--- config.mk ---
export PLATFORM = sky130hd
export DESIGN_NAME = bnn_uart_cmd_ctrl
export DESIGN_NICKNAME = d
export VERILOG_FILES = /design/src/rtl/bnn_uart_pkg.sv /design/src/rtl/bnn_sync_fifo.sv /design/src/rtl/bnn_uart_cmd_ctrl.sv
export SDC_FILE = /design/constraint.sdc
export NUM_CORES = 1
export LEC_CHECK = 0
export BUFFER_PORTS_ARGS = -buffer_cell sky130_fd_sc_hd__buf_2
export CORE_ASPECT_RATIO = 1.2
export CORE_MARGIN = 1.5
export CORE_UTILIZATION = 45
export CTS_BUF_LIST = sky130_fd_sc_hd__clkbuf_4 sky130_fd_sc_hd__clkbuf_8 sky130_fd_sc_hd__clkbuf_16
export DETAILED_ROUTE_END_ITERATION = 7
export PLACE_DENSITY = 0.71
export SYNTH_ARGS = -nofsm -noshare
export SYNTH_HDL_FRONTEND = slang
export SYNTH_SLANG_ARGS = --single-unit
export TNS_END_PERCENT = 5
--- constraint.sdc ---
create_clock -name clk -period 8.3 [get_ports clk]
set_input_delay 0.83 -clock clk [delete_from_list [all_inputs] [get_ports clk]]
set_output_delay 0.83 -clock clk [all_outputs]
set_load 0.1 [all_outputs]
--- src/rtl/bnn_uart_pkg.sv ---
// Shared types and constants for the BNN UART command controller:
// FSM state encoding, command opcodes and response codes.
package bnn_uart_pkg;

  typedef enum logic [1:0] {
    IDLE    = 2'd0,
    LOAD    = 2'd1,
    RUN     = 2'd2,
    RESPOND = 2'd3
  } state_e;

  localparam logic [7:0] OP_LOAD   = 8'h01;
  localparam logic [7:0] OP_START  = 8'h02;
  localparam logic [7:0] OP_STATUS = 8'h03;

  localparam logic [7:0] RSP_ACK = 8'hA5;
  localparam logic [7:0] RSP_ERR = 8'hEE;

  // The FSM is never busy while it is decoding STATUS, so bit 3 is always 0.
  function automatic logic [7:0] status_byte(input logic overrun, input logic frame_err,
                                             input logic img_loaded);
    return {4'b0000, 1'b0, overrun, frame_err, img_loaded};
  endfunction

endpackage

--- src/rtl/bnn_sync_fifo.sv ---
// Synchronous FIFO with first-word fall-through read data; a push while full
// is accepted only when a pop happens in the same cycle.
module bnn_sync_fifo #(
  parameter int WIDTH = 8,
  parameter int DEPTH = 8,
  localparam int AW = $clog2(DEPTH),
  localparam int CW = AW + 1
) (
  input  logic             clk_i,
  input  logic             rst_i,
  input  logic             push_i,
  input  logic [WIDTH-1:0] data_i,
  input  logic             pop_i,
  output logic [WIDTH-1:0] data_o,
  output logic             full_o,
  output logic             empty_o,
  output logic [CW-1:0]    count_o
);

  logic [WIDTH-1:0] mem_q [DEPTH];
  logic [AW-1:0]    wr_ptr_q, rd_ptr_q;
  logic [CW-1:0]    count_q;
  logic             do_push, do_pop;

  assign empty_o = (count_q == '0);
  assign full_o  = (count_q == CW'(DEPTH));
  assign do_pop  = pop_i && !empty_o;
  assign do_push = push_i && (!full_o || do_pop);
  assign data_o  = mem_q[rd_ptr_q];
  assign count_o = count_q;

  always_ff @(posedge clk_i) begin
    if (do_push) mem_q[wr_ptr_q] <= data_i;
  end

  always_ff @(posedge clk_i or posedge rst_i) begin
    if (rst_i) begin
      wr_ptr_q <= '0;
      rd_ptr_q <= '0;
      count_q  <= '0;
    end else begin
      if (do_push) wr_ptr_q <= wr_ptr_q + 1'b1;
      if (do_pop)  rd_ptr_q <= rd_ptr_q + 1'b1;
      case ({do_push, do_pop})
        2'b10:   count_q <= count_q + 1'b1;
        2'b01:   count_q <= count_q - 1'b1;
        default: count_q <= count_q;
      endcase
    end
  end

endmodule

--- src/rtl/bnn_uart_cmd_ctrl.sv ---
// UART command controller: 8N1 receiver with CTS, RX FIFO, command FSM that
// loads images / starts inference / reports status, and an RTS-gated transmitter.
module bnn_uart_cmd_ctrl
  import bnn_uart_pkg::*;
#(
  parameter int CLKS_PER_BIT = 868,
  parameter int FIFO_DEPTH   = 8,
  parameter int IMG_BYTES    = 4
) (
  input  logic                   clk,
  input  logic                   rst,
  input  logic                   uart_rx,
  input  logic                   uart_rts,
  output logic                   uart_tx,
  output logic                   uart_cts,
  output logic [IMG_BYTES*8-1:0] img_data,
  output logic                   img_valid,
  output logic                   bnn_start,
  input  logic                   bnn_done,
  input  logic [7:0]             bnn_result
);

  localparam int CNT_W = $clog2(CLKS_PER_BIT);
  localparam int CW    = $clog2(FIFO_DEPTH) + 1;
  localparam int IDX_W = (IMG_BYTES > 1) ? $clog2(IMG_BYTES) : 1;
  localparam logic [CNT_W-1:0] CNT_HALF  = CNT_W'(CLKS_PER_BIT / 2 - 1);
  localparam logic [CNT_W-1:0] CNT_LAST  = CNT_W'(CLKS_PER_BIT - 1);
  localparam logic [CW-1:0]    CTS_LIMIT = CW'(FIFO_DEPTH - 1);
  localparam logic [IDX_W-1:0] IDX_LAST  = IDX_W'(IMG_BYTES - 1);

  // ---------------- RX ----------------
  logic             rx_meta_q, rx_sync_q, rx_prev_q, rx_busy_q;
  logic [3:0]       rx_bit_q;
  logic [CNT_W-1:0] rx_cnt_q;
  logic [7:0]       rx_shift_q;
  logic             rx_valid_q, rx_ferr_q;

  // rx_bit_q: 0 = start bit, 1..8 = data bits, 9 = stop bit.
  always_ff @(posedge clk or posedge rst) begin
    if (rst) begin
      rx_meta_q  <= 1'b1;
      rx_sync_q  <= 1'b1;
      rx_prev_q  <= 1'b1;
      rx_busy_q  <= 1'b0;
      rx_bit_q   <= '0;
      rx_cnt_q   <= '0;
      rx_shift_q <= '0;
      rx_valid_q <= 1'b0;
      rx_ferr_q  <= 1'b0;
    end else begin
      rx_meta_q  <= uart_rx;
      rx_sync_q  <= rx_meta_q;
      rx_prev_q  <= rx_sync_q;
      rx_valid_q <= 1'b0;
      rx_ferr_q  <= 1'b0;
      if (!rx_busy_q) begin
        if (rx_prev_q && !rx_sync_q) begin
          rx_busy_q <= 1'b1;
          rx_bit_q  <= '0;
          rx_cnt_q  <= '0;
        end
      end else if (rx_bit_q == 4'd0) begin
        if (rx_cnt_q == CNT_HALF) begin
          rx_cnt_q <= '0;
          if (rx_sync_q) rx_busy_q <= 1'b0;
          else           rx_bit_q  <= 4'd1;
        end else begin
          rx_cnt_q <= rx_cnt_q + 1'b1;
        end
      end else if (rx_cnt_q == CNT_LAST) begin
        rx_cnt_q <= '0;
        if (rx_bit_q == 4'd9) begin
          rx_busy_q  <= 1'b0;
          rx_valid_q <= rx_sync_q;
          rx_ferr_q  <= !rx_sync_q;
        end else begin
          rx_shift_q <= {rx_sync_q, rx_shift_q[7:1]};
          rx_bit_q   <= rx_bit_q + 1'b1;
        end
      end else begin
        rx_cnt_q <= rx_cnt_q + 1'b1;
      end
    end
  end

  // ---------------- FIFO + flow control ----------------
  state_e        state_q, state_d;
  logic [7:0]    fifo_data;
  logic          fifo_full, fifo_empty, fifo_pop, overrun_set, cts_q;
  logic [CW-1:0] fifo_count;

  assign fifo_pop    = !fifo_empty && (state_q == IDLE || state_q == LOAD);
  assign overrun_set = rx_valid_q && fifo_full && !fifo_pop;

  bnn_sync_fifo #(.WIDTH(8), .DEPTH(FIFO_DEPTH)) u_fifo (
    .clk_i  (clk),
    .rst_i  (rst),
    .push_i (rx_valid_q),
    .data_i (rx_shift_q),
    .pop_i  (fifo_pop),
    .data_o (fifo_data),
    .full_o (fifo_full),
    .empty_o(fifo_empty),
    .count_o(fifo_count)
  );

  always_ff @(posedge clk or posedge rst) begin
    if (rst) cts_q <= 1'b0;
    else     cts_q <= (fifo_count < CTS_LIMIT);
  end
  assign uart_cts = cts_q;

  // ---------------- TX ----------------
  logic             tx_q, tx_busy_q, tx_launch, tx_idle;
  logic [3:0]       tx_bit_q;
  logic [CNT_W-1:0] tx_cnt_q;
  logic [8:0]       tx_shift_q;
  logic [7:0]       rsp_q, rsp_d;

  // Idle includes the last stop-bit cycle so frames can run back to back.
  assign tx_idle = !tx_busy_q || (tx_bit_q == 4'd9 && tx_cnt_q == CNT_LAST);

  always_ff @(posedge clk or posedge rst) begin
    if (rst) begin
      tx_q       <= 1'b1;
      tx_busy_q  <= 1'b0;
      tx_bit_q   <= '0;
      tx_cnt_q   <= '0;
      tx_shift_q <= '1;
    end else if (tx_launch) begin
      tx_q       <= 1'b0;
      tx_busy_q  <= 1'b1;
      tx_bit_q   <= '0;
      tx_cnt_q   <= '0;
      tx_shift_q <= {1'b1, rsp_q};
    end else if (tx_busy_q) begin
      if (tx_cnt_q == CNT_LAST) begin
        tx_cnt_q <= '0;
        if (tx_bit_q == 4'd9) begin
          tx_busy_q <= 1'b0;
        end else begin
          tx_bit_q   <= tx_bit_q + 1'b1;
          tx_q       <= tx_shift_q[0];
          tx_shift_q <= {1'b1, tx_shift_q[8:1]};
        end
      end else begin
        tx_cnt_q <= tx_cnt_q + 1'b1;
      end
    end
  end
  assign uart_tx = tx_q;

  // ---------------- Command FSM ----------------
  logic [IMG_BYTES*8-1:0] img_q, img_d, buf_q, buf_d, load_buf;
  logic [IDX_W-1:0]       idx_q, idx_d;
  logic loaded_q, loaded_d, valid_q, valid_d, start_q, start_d;
  logic ferr_q, ferr_d, ovr_q, ovr_d;

  always_ff @(posedge clk or posedge rst) begin
    if (rst) begin
      state_q  <= IDLE;
      rsp_q    <= '0;
      img_q    <= '0;
      buf_q    <= '0;
      idx_q    <= '0;
      loaded_q <= 1'b0;
      valid_q  <= 1'b0;
      start_q  <= 1'b0;
      ferr_q   <= 1'b0;
      ovr_q    <= 1'b0;
    end else begin
      state_q  <= state_d;
      rsp_q    <= rsp_d;
      img_q    <= img_d;
      buf_q    <= buf_d;
      idx_q    <= idx_d;
      loaded_q <= loaded_d;
      valid_q  <= valid_d;
      start_q  <= start_d;
      ferr_q   <= ferr_d;
      ovr_q    <= ovr_d;
    end
  end

  always_comb begin
    state_d   = state_q;
    rsp_d     = rsp_q;
    img_d     = img_q;
    buf_d     = buf_q;
    idx_d     = idx_q;
    loaded_d  = loaded_q;
    valid_d   = 1'b0;
    start_d   = 1'b0;
    tx_launch = 1'b0;
    ferr_d    = ferr_q | rx_ferr_q;
    ovr_d     = ovr_q | overrun_set;
    load_buf  = buf_q;
    load_buf[idx_q*8 +: 8] = fifo_data;
    case (state_q)
      IDLE: begin
        if (!fifo_empty) begin
          case (fifo_data)
            OP_LOAD: begin
              state_d = LOAD;
              idx_d   = '0;
            end
            OP_START: begin
              if (loaded_q) begin
                state_d = RUN;
                start_d = 1'b1;
              end else begin
                rsp_d   = RSP_ERR;
                state_d = RESPOND;
              end
            end
            OP_STATUS: begin
              // A flag event landing in this very cycle survives the clear.
              rsp_d   = status_byte(ovr_q, ferr_q, loaded_q);
              ferr_d  = rx_ferr_q;
              ovr_d   = overrun_set;
              state_d = RESPOND;
            end
            default: begin
              rsp_d   = RSP_ERR;
              state_d = RESPOND;
            end
          endcase
        end
      end
      LOAD: begin
        if (!fifo_empty) begin
          buf_d = load_buf;
          if (idx_q == IDX_LAST) begin
            img_d    = load_buf;
            valid_d  = 1'b1;
            loaded_d = 1'b1;
            rsp_d    = RSP_ACK;
            state_d  = RESPOND;
          end else begin
            idx_d = idx_q + 1'b1;
          end
        end
      end
      RUN: begin
        if (bnn_done && !start_q) begin
          rsp_d   = bnn_result;
          state_d = RESPOND;
        end
      end
      RESPOND: begin
        if (tx_idle && uart_rts) begin
          tx_launch = 1'b1;
          state_d   = IDLE;
        end
      end
      default: state_d = IDLE;
    endcase
  end

  assign img_data  = img_q;
  assign img_valid = valid_q;
  assign bnn_start = start_q;

endmodule

==> Yosys cells after proc, flatten, opt, wreduce, memory -nomap -nowiden <==
Memory sizes are Yosys's and may differ from the RTL's.
Cells that the tools add are included.
W data, S select, Z words.
{ "totals": {"wordCells": 196, "mem_count": 1, "ramBits": 64, "input_bits": 13, "register_bits": 145} }
{ "mem_list": {"columns": ["name", "depth", "word_bits", "rd", "rd_ports_with_merged_regs", "wr", "line_no", "rtl"], "rows": [
  ["u_fifo.mem_q", 8, 8, 1, 0, 1, "bnn_sync_fifo.sv:20", "logic [WIDTH-1:0] mem_q [DEPTH];"]
]} }
{ "op_classes": {"n_reduce_logical": 35, "shifts": 2, "n_lt_le_gt_ge": 1, "bitwise": 5, "n_mux": 85, "eq_ne": 29, "addsub": 10} }
{ "ops": {"columns": ["cell", "count"], "rows": [
  ["$mux W10", 8],
  ["$pmux W8 S3", 2],
  ["$mux W4", 11],
  ["$mux W1", 41],
  ["$mux W8", 5],
  ["$mux W9", 4],
  ["$neg A5 Y34", 1],
  ["$shift A8 B34 Y32 const A", 1],
  ["$shiftx A8 B34 Y32", 1],
  ["$bwmux W32", 1],
  ["$add A10 B1 Y10 const B", 2],
  ["$eq A10 B10 Y1 const B", 2],
  ["$mux W2", 9],
  ["$eq A8 B2 Y1 const B", 2],
  ["$reduce_and A5 Y1", 3],
  ["$ne A2 B2 Y1 const B", 7],
  ["$add A4 B1 Y4 const B", 3],
  ["$eq A4 B4 Y1 const B", 3],
  ["$eq A10 B9 Y1 const B", 1],
  ["$reduce_bool A2 Y1", 5],
  ["$logic_and A1 B1 Y1", 9],
  ["$ne A3 B3 Y1 const B", 3],
  ["$eq A2 B2 Y1 const B", 4],
  ["$eq A8 B1 Y1 const B", 1],
  ["22 further kinds", 38]
]} }

==> Depth between registers and ports, before layout <==
{ "logic_depth": {"ltp_word": 9, "mapped_depth": 13} }

==> Cells and area by module <==
From an unflattened synthesis, not the netlist that was laid out.
{ "hier_totals": {"hier_cells": 784, "hier_area_um2": 9590.4} }
{ "by_module_without_submodules": {"columns": ["module", "instances", "area_per_inst_um2", "cells_each"], "rows": [
  ["bnn_uart_cmd_ctrl", 1, 6454.9, 619],
  ["bnn_sync_fifo", 1, 3135.5, 165]
]} }

==> Worst setup path after synthesis <==
No wires, ideal clock.
{ "synth_timing": {"kind": "register to register", "startpoint": "reg u_fifo.rd_ptr_q[1]", "endpoint": "reg rsp_q[1]", "arrival_time_ns": 2.564, "path_stages_with_launch": 9, "setup_slack_ns": 5.611, "cell_sequence": "dfrtp_1 > buf_2 > clkbuf_1 > mux4_2 > mux2_2 > nand3_1 > o21ai_1 > a311oi_4 > mux2_2"} }
{ "synth_via": {"elab_chain_cells": 5, "elab_cells_between_ends": 10} }
{ "synth_rtl": {"columns": ["item", "line_no", "rtl"], "rows": [
  ["start: declaration", "bnn_sync_fifo.sv:21", "logic [AW-1:0] wr_ptr_q, rd_ptr_q;"],
  ["start signal: assignment", "bnn_sync_fifo.sv:43", "if (do_pop) rd_ptr_q <= rd_ptr_q + 1'b1;"],
  ["$mem_v2 Z8 W8 (*)", null, null],
  ["$eq A8 B2 Y1 or $eq A8 B1 Y1 (tied branches)", "bnn_uart_cmd_ctrl.sv:202", "case (fifo_data)"],
  ["$pmux W8 S3", "bnn_uart_cmd_ctrl.sv:202", null],
  ["$mux W8", "bnn_uart_cmd_ctrl.sv:201", "if (!fifo_empty) begin"],
  ["$pmux W8 S3", "bnn_uart_cmd_ctrl.sv:199", "case (state_q)"],
  ["end signal: assignment", "bnn_uart_cmd_ctrl.sv:173", "rsp_q <= rsp_d;"],
  ["end: declaration", "bnn_uart_cmd_ctrl.sv:118", "logic [7:0] rsp_q, rsp_d;"]
]} }
Mark *: on every way between the ends. The rest lies on a longest branch, timed or not. The select of a mux whose other input is x is not followed.
A chain may end at the register's enable or synchronous reset.

==> Worst setup path in the final report <==
{ "layout_timing": {"startpoint": "reg u_fifo.rd_ptr_q[0]", "endpoint": "reg idx_q[1]"} }
{ "layout_via": {"elab_chain_cells": 4} }
{ "layout_rtl": {"columns": ["item", "line_no", "rtl"], "rows": [
  ["$mem_v2 Z8 W8", null, null],
  ["$eq A8 B1 Y1", "bnn_uart_cmd_ctrl.sv:202", null],
  ["$ne A2 B1 Y1 (no source line)", null, null],
  ["$reduce_and A5 Y1 (no source line)", null, null],
  ["end signal: assignment", "bnn_uart_cmd_ctrl.sv:176", "idx_q <= idx_d;"],
  ["end: declaration", "bnn_uart_cmd_ctrl.sv:155", "logic [IDX_W-1:0] idx_q, idx_d;"]
]} }
No other way between the ends.

==> results_dict.tcl <==
set metrics [dict create \
    yosysWarnings 0 \
    postRouteAntennaNets 0 \
    clk_pin_slew_ns 0.06 \
    finalWorstSetupSlack_ns 4.826 \
    placed_area_sq_mm 0.009789 \
    dieWidth_microns 134.1 \
    synth-edff-count 64 \
    dieArea_sq_mm 0.02149 \
    cts_setup_buffers 0 \
    ctsHoldBuffers 0 \
    ys_ff_latch 208 \
    cp_max_fo 18 \
    grt-ovfl-total 0 \
    powerDensity_mw_per_mm2 226.6 \
    crit_path_end_kind "flop" \
    diodes 0 \
    seq_area_frac_synth_pct 59.72 \
    grt_util_all_layers_pct 17.18 \
    num_io_pins 49 \
    rows 57 \
    grt_pass1_vias 5872 \
    cts_buffers 22 \
    grt_antenna_before_repair 0 \
    cts_max_level 1 \
    instances_no_fill 1134 \
    placed_cells 1094 \
    tns_ns 0 \
    worst_ep_required_time_ns 8.72 \
    grt_max_degree 78 \
    arrival_ns 3.89 \
    routed.top_layer "met4" \
    nNetsFinal 891 \
    wl_met3_microns 581 \
    slew_viol_final 0 \
    wl_per_cell_microns 15.89 \
    nFillCells 1756 \
    ctsLongestPathBuffers 3 \
    synth_cell_types 54 \
    drtIter0Drc 379 \
    final_area_sq_mm 0.01051 \
    via_per_inst 5.295 \
    min_period_over_period_pct 41.86 \
    hold_class "reg2reg" \
    power_leakage_nw 4.246 \
    areaGrowthSynthToFinish_pct 13.34 \
    netlist_instances 800 \
    max_freq_ghz 0.2878 \
    post-route-util_pct 51.91 \
    post-route-drc-count 0 \
    vias 6005 \
    whs_ns 0.3551 \
    cts_tree "yes" \
    synthDominantCellAreaShare_pct 35.61 \
    dp_hpwl_microns 11940 \
    synthArstFlopShare_pct 69.23 \
    relSlewSlack_pct 22.56 \
    netlist.top_cell.by_area "dfrtp_1" \
    syn_avg_cell_area_sq_um 11.60 \
    status "finished clean" \
    fp.coreArea_sq_mm 0.02025 \
    drv_cap 0 \
    setup.worst_path.class "reg2reg" \
    period_minus_slack_ns 3.474 \
    syn_area_sq_mm 0.009276 \
    setup_viol 0 \
    fin_skew_ns 0.01867 \
    synth.area.top_cells "dfrtp_1 (36%), edfxtp_1 (21%), nand2_1 (4.7%)" \
    port_buffers 48 \
    peakVddDrop_uv 187.9 \
    root_buffer "clkbuf_16" \
    start_util_pct 45.80 \
    drive_gt1_share_pct 17.49 \
    routed_wl_microns 18020 \
    wl_met1_microns 7836 \
    finalHoldViolCount 0 \
    synth_nets 838 \
    clock-sinks 208 \
    dr.pass1.iters 5 \
    start_kind "flop" \
    fp.dieH_microns 160.3 \
    cts_resized 0 \
    grt_pass1_wl_microns 29950 \
    clkLatencyLatePin_ns 0.51 \
    dp_slack_ns 4.823 \
    gp_congestion 0.7655 \
    tightest_slew_ns 1.151 \
    total_power_mw 2.383 \
    wl_met2_microns 9203 \
    rsz0062_at_grt "no" \
    synth-main-ff-cell "dfrtp_1" \
]
[logic make-up (layout without fill, tap and decap cells)]
kind of cell | count (synthesis) | count (layout) | share of synthesized area [%]
AO/OA/AOI/OAI | 180 | 180 | 10.66
XOR/XNOR | 15 | 15 | 1.416
adder cells (fa/ha/maj) | 25 | 25 | 3.372
buffers and inverters | 56 | 125 | 2.576
flip-flops | 208 | 208 | 59.72
multiplexers | 50 | 50 | 8.417
AND/OR/NAND/NOR | 266 | 266 | 13.84
[final timing paths]
kind / slack, ns / startpoint / cells past startpoint / end
worst min-delay path: 0.36 / rx_meta_q / 0 / rx_sync_q
worst min register to register: 0.36 / rx_meta_q / 0 / rx_sync_q
worst max register to register: 4.83 / u_fifo.rd_ptr_q[0] / 6 / idx_q[1]
min in group asynchronous: 0.46 / rst / 2 / rsp_q[6]
worst max-delay path: 4.83 / u_fifo.rd_ptr_q[0] / 6 / idx_q[1]
max in group asynchronous: 6.53 / rst / 3 / img_data[21]
[flip-flops by register name (all words and copies together), names as in the netlist, 4 cells and up]
| name | flops |
|---|---|
| tx_cnt_q | 10 |
| u_fifo.mem_q | 64 |
| rx_bit_q | 4 |
| rsp_q | 8 |
| u_fifo.count_o | 4 |
| tx_bit_q | 4 |
| rx_cnt_q | 10 |
| rx_shift_q | 8 |
| buf_q | 32 |
| tx_shift_q | 8 |
| img_data | 32 |
[area by class of cell]
class                      count  area [sq um]  share of cell area, %
inverter                      28         110.1                  1.047
clock inverter                13         130.1                  1.238
tap                          265         331.6                  3.154
multi-input combinational    536          3500                  33.29
clock buffer                  27         594.3                  5.653
sequential                   208          5540                  52.70
timing repair buffer          57         307.8                  2.928
[cells in the mapped netlist (all sizes together), types with 18 or more instances]
cell      n
dfrtp   132
nand2   117
o21ai   100
edfxtp   64
a21oi    48
nor2     45
inv      26
nor2b    26
ha       25
clkbuf   24
nand3    22
mux2     18
[critical path: stages, from the launching register on]
cell and delay (ns):
dfrtp_1 1.02, mux4_2 0.61, mux2i_2 0.51, nand4_4 0.20, or4_4 0.58, a211o_1 0.32, o22ai_1 0.13
[power breakdown]
group / switching (mW) / internal, mW
registers: 0.0398 / 1.10
clock network: 0.394 / 0.574
logic: 0.152 / 0.124
total: 0.586 / 1.80
[layer usage]
metal / track usage [%] / vias up
li1: - / 2960
met1: 22.13 / 2928
met2: 30.34 / 83
met3: 2.254 / 34
met4: 4.839 / 0
met5: 0 / -
[placed cells by master, fill, tap and decap left out, drive strengths merged, types with 3 or more instances in the layout]
cell,count
dfrtp,132
nand2,117
o21ai,100
edfxtp,64
buf,57
a21oi,48
nor2,45
clkbuf,27
nor2b,26
inv,26
ha,25
nand3,22
mux2,18
mux4,16
mux2i,16
a31oi,14
dfstp,12
nor3,11
clkinv,11
nand4,10
xor2,9
nand2b,8
and3,7
xnor2,6
nor4,5
nand3b,3
a21o,3
a22oi,3
Note: power is estimated with default switching activity, not from simulation.
